==> config.mk <==
export PLATFORM = sky130hd
export DESIGN_NAME = uart_tx_ctrl
export DESIGN_NICKNAME = d
export VERILOG_FILES = /design/src/rtl/uart_pkg.sv /design/src/rtl/uart_baud_cnt.sv /design/src/rtl/uart_tx_ctrl.sv
export SDC_FILE = /design/constraint.sdc
export NUM_CORES = 1
export LEC_CHECK = 0
export ABC_AREA = 1
export ABC_CLOCK_PERIOD_IN_PS = 4100
export CORE_AREA = 3 3 74 62
export DETAILED_ROUTE_END_ITERATION = 12
export DIE_AREA = 0 0 77 65
export DONT_BUFFER_PORTS = 1
export GPL_ROUTABILITY_DRIVEN = 0
export GPL_TIMING_DRIVEN = 0
export PLACE_DENSITY = 0.46
export SLEW_MARGIN = 10
export SYNTH_ARGS = -nofsm -noshare
export SYNTH_HDL_FRONTEND = slang
export SYNTH_SLANG_ARGS = --single-unit
==> constraint.sdc <==
create_clock -name clk_i -period 4.1 [get_ports clk_i]
set_input_delay 0.82 -clock clk_i [delete_from_list [all_inputs] [get_ports clk_i]]
set_output_delay 0.82 -clock clk_i [all_outputs]
set_load 0.005 [all_outputs]
==> src/rtl/uart_pkg.sv <==
// Shared UART definitions: state encoding, data width and line idle level.
// Used by both the transmit and receive sides.
package uart_pkg;

    typedef enum logic [2:0] {
        IDLE    = 3'd0,
        START   = 3'd1,
        DATA    = 3'd2,
        PARITY  = 3'd3,
        STOP    = 3'd4,
        CLEANUP = 3'd5
    } tx_state_e;

    localparam int   DATA_BITS  = 8;
    localparam logic IDLE_LEVEL = 1'b1;

endpackage

==> src/rtl/uart_baud_cnt.sv <==
// Bit-period counter: counts 0..CLKS_PER_BIT-1, strobes bit_end_o on the
// last cycle of each bit and restarts; clr_i holds it at zero.
module uart_baud_cnt #(
    parameter int CLKS_PER_BIT = 217
) (
    input  logic clk_i,
    input  logic rst_ni,
    input  logic clr_i,
    output logic bit_end_o
);

    localparam int CW = $clog2(CLKS_PER_BIT);
    localparam logic [CW-1:0] LAST = CW'(CLKS_PER_BIT - 1);

    logic [CW-1:0] cnt_q;

    assign bit_end_o = (cnt_q == LAST);

    always_ff @(posedge clk_i or negedge rst_ni) begin
        if (!rst_ni) begin
            cnt_q <= '0;
        end else if (clr_i || bit_end_o) begin
            cnt_q <= '0;
        end else begin
            cnt_q <= cnt_q + 1'b1;
        end
    end

endmodule

==> src/rtl/uart_tx_ctrl.sv <==
// UART transmitter, 8N1 by default (start, 8 data LSB first, stop bits).
// Define UART_TX_PARITY_EN to insert an even-parity bit after the data.
module uart_tx_ctrl
    import uart_pkg::*;
#(
    parameter int CLKS_PER_BIT = 217,
    parameter int STOP_BITS    = 1
) (
    input  logic       clk_i,
    input  logic       rst_ni,
    input  logic       tx_dv_i,
    input  logic [7:0] tx_byte_i,
    output logic       tx_ready_o,
    output logic       tx_active_o,
    output logic       tx_serial_o,
    output logic       tx_done_o
);

    localparam logic [2:0] LAST_DATA = 3'(DATA_BITS - 1);
    localparam logic [2:0] LAST_STOP = 3'(STOP_BITS - 1);

    tx_state_e  state_q, state_d;
    logic [2:0] bit_q, bit_d;
    logic [7:0] byte_q, byte_d;
    logic       serial_q, serial_d;
    logic       bit_end;

    uart_baud_cnt #(
        .CLKS_PER_BIT(CLKS_PER_BIT)
    ) u_baud (
        .clk_i    (clk_i),
        .rst_ni   (rst_ni),
        .clr_i    (state_q == IDLE),
        .bit_end_o(bit_end)
    );

    always_comb begin
        state_d = state_q;
        bit_d   = bit_q;
        byte_d  = byte_q;
        unique case (state_q)
            IDLE: if (tx_dv_i) begin
                byte_d  = tx_byte_i;
                bit_d   = '0;
                state_d = START;
            end
            START: if (bit_end) state_d = DATA;
            DATA: if (bit_end) begin
                if (bit_q == LAST_DATA) begin
                    bit_d = '0;
`ifdef UART_TX_PARITY_EN
                    state_d = PARITY;
`else
                    state_d = STOP;
`endif
                end else begin
                    bit_d = bit_q + 3'd1;
                end
            end
`ifdef UART_TX_PARITY_EN
            PARITY: if (bit_end) state_d = STOP;
`endif
            STOP: if (bit_end) begin
                if (bit_q == LAST_STOP) begin
                    bit_d   = '0;
                    state_d = CLEANUP;
                end else begin
                    bit_d = bit_q + 3'd1;
                end
            end
            CLEANUP: state_d = IDLE;
            default: state_d = IDLE;
        endcase

        // Line level is computed for the next state so the pin is a flop.
        serial_d = IDLE_LEVEL;
        case (state_d)
            START:   serial_d = ~IDLE_LEVEL;
            DATA:    serial_d = byte_d[bit_d];
`ifdef UART_TX_PARITY_EN
            PARITY:  serial_d = ^byte_d;
`endif
            default: serial_d = IDLE_LEVEL;
        endcase
    end

    always_ff @(posedge clk_i or negedge rst_ni) begin
        if (!rst_ni) begin
            state_q  <= IDLE;
            bit_q    <= '0;
            byte_q   <= '0;
            serial_q <= IDLE_LEVEL;
        end else begin
            state_q  <= state_d;
            bit_q    <= bit_d;
            byte_q   <= byte_d;
            serial_q <= serial_d;
        end
    end

    assign tx_serial_o = serial_q;
    assign tx_ready_o  = (state_q == IDLE);
    assign tx_done_o   = (state_q == CLEANUP);
    assign tx_active_o = (state_q != IDLE) && (state_q != CLEANUP);

endmodule
==> reports/qor.yml <==
outcome: "completed"
crit_chain: "inv_1 > nor2_1 > inv_1 > nor2_1 > nor2_1"
finalPower_mw: 0.379
yosysUniqueCellTypes: 26
skew_ps: 5.70
drtAntennaViolNets: 0
seq_area_frac_synth: 0.423
hold_path_class: "in2async"
io_pins: 15
grt_pass1_vias: 1066
synthAdderAreaFrac: 0.0459
maxSlewViolCount: 0
cp_max_fo: 4
synth_compound_area_frac: 0.0459
synth-seq-cells: 23
grt_usage: 0.123
post_synth_instance_area_um2: 1360
post-cts-setup-buffer-count: 0
ys_warn_count: 0
dpl-instance-area_um2: 1430
rows: 20
dr.pass1.iters: 4
syn-num-nets: 188
cts-buffers-inserted: 3
viasPerCell: 4.62
vias: 1067
tightest_slew_ps: 377
setup_viol: 0
syn_to_final_growth_pct: 8.35
initialDrtViolationCount: 70
max_cap_violations: 0
dp_slack_ps: 2280
clkPwrFrac: 0.370
p_int_mw: 0.303
cts.path.max_buffers: 2
htree_levels: 1
timing.hold.ws_ps: 240
instances_no_fill: 231
utilization: 0.386
end_kind: "output port"
netlist_instances: 172
critPathLaunchType: "flop"
synthFlopType: "dfrtp_1"
wl_per_cell_um: 11.8
core_um2: 3830
dp_hpwl_mm: 2.14
die_h_um: 65
switching_share: 0.202
routed_wirelength_mm: 2.73
antenna_found_initial: 0
synth_most_common_cell: "nand2_1"
yosys-top-cells-area: "dfrtp_1 40%, nand2_1 13%, nand3_1 7.3%"
design_area_um2: 1480
synth-simple-area-share: 0.403
critPathMaxStageDelay_ps: 440
drc_errors: 0
fin_ws_ps: 2100
cp.arrival_ps: 1180
ctsHoldBuffers: 0
crit_top_cell: "nor2_1"
slew-limit-headroom: 0.746
min_period_ps: 2000
ctsResizeCount: 0
insertion_delay_ps: 260
p_per_area_nw_per_um2: 257
post-place-cells: 227
initial_core_util: 0.356
period_share: 0.488
comb_power_share: 0.020
antenna_cells: 0
ir_drop_mv: 0.0969
synth_top_area_cell: "dfrtp_1"
synthMuxAreaShare: 0
synth.avg_cell_area_um2: 7.93
clkTransAtPathRegs_ps: 80
synth_top_area_share: 0.404
grt-ovfl-total: 0
p_leak_nw: 0.783
cts_sinks: 23
cpMaxStageDelayCell: "dfrtp_1"
numPortBuffers: 0
netlist_top_cells_count: "49 x nand2_1, 24 x inv_1, 22 x dfrtp_1"
cts_root_buf: "clkbuf_8"
finalHoldViolations: 0
critical_path_class: "reg2out"
die_w_um: 77
p_sw_mw: 0.0767
synth_edf_count: 0
grt_max_degree: 24
async_flop_share: 1.00
rsz0062_at_grt: "no"
drive_gt1_frac: 0.142
final_nets: 193
cp.required_ps: 3280
power_frac_seq: 0.610
die_area_um2: 5010
tritoncts: "done"
synth_xor_area_frac: 0.00642
grt_pass1_wl_mm: 4.86
synth_top_family_by_area: "simple AND/OR/NAND/NOR gates"
max_freq_mhz: 499
setup-tns-final_ps: 0
[final cells by class]
cell class                 count  area [um2]
fill                         404        2350
tap                           55        68.8
multi-input combinational    122         683
sequential                    23         577
inverter                      27         104
clock buffer                   4        45.0
[per-layer routing]
| metal | track usage | up-vias | routed length (um) | share of wire |
|---|---|---|---|---|
| li1 | - | 552 | - | - |
| met1 | 0.180 | 493 | 1500 | 0.55 |
| met4 | 0.0400 | 0 | 20 | 0.0073 |
| met3 | 0.0181 | 4 | 81 | 0.030 |
| met2 | 0.185 | 18 | 1130 | 0.41 |
| met5 | 0 | - | 0 | 0 |
[worst max-delay path, delay by kind of cell (launching register included)]
kind	cells	cell delay [ps]
buf+inv	2	150
simple gates	3	330
flops	1	440
[state kept, by name, summed over array words and instances, names as in the netlist]
signal	count
byte_q	8
bit_q	3
state_q	3
u_baud.cnt_q	8
tx_serial_o	1
[power by group through the flow]
stage          Combinational [mW]  Sequential [mW]  Clock, mW
3_3_place_gp              0.00717            0.236          0
4_1_cts                   0.00751            0.232      0.145
6_report                  0.00744            0.232      0.140
3_5_place_dp              0.00744            0.236          0
2_1_floorplan             0.00589            0.236          0
5_1_grt                   0.00937            0.232      0.160
[cells by family (layout without fill, tap and decap cells)]
kind of cell               after synthesis  in the layout
AOI/OAI and AO/OA                       11             11
adders and majority gates                5              5
buffers and inverters                   27             31
DFF                                     23             23
xor gates and xnor gates                 1              1
and+or+nand+nor                        105            105
[worst paths after layout]
path	from	to	slack [ps]	depth (start not counted)
setup / recovery	state_q[0]	tx_active_o	2100	5
hold / removal	rst_ni	byte_q[3]	240	0
setup reg to reg	bit_q[0]	tx_serial_o	2280	14
hold reg to reg	u_baud.cnt_q[0]	u_baud.cnt_q[0]	460	1
max in group asynchronous	rst_ni	tx_serial_o	3690	0
min in group clk_i	u_baud.cnt_q[0]	u_baud.cnt_q[0]	460	1
[cells in the final DEF (no fill, tap or decap), drive strengths merged]
master,synthesis,final
nand3,23,23
and3,1,1
xor2,1,1
ha,5,5
dfstp,1,1
a21oi,4,4
nand4,1,1
inv,27,27
clkbuf,0,4
nor3b,3,3
a31oi,1,1
dfrtp,22,22
nand2,58,58
nor3,3,3
o21ai,5,5
o21bai,1,1
nor2,16,16
Note: power is estimated with default switching activity, not from simulation.
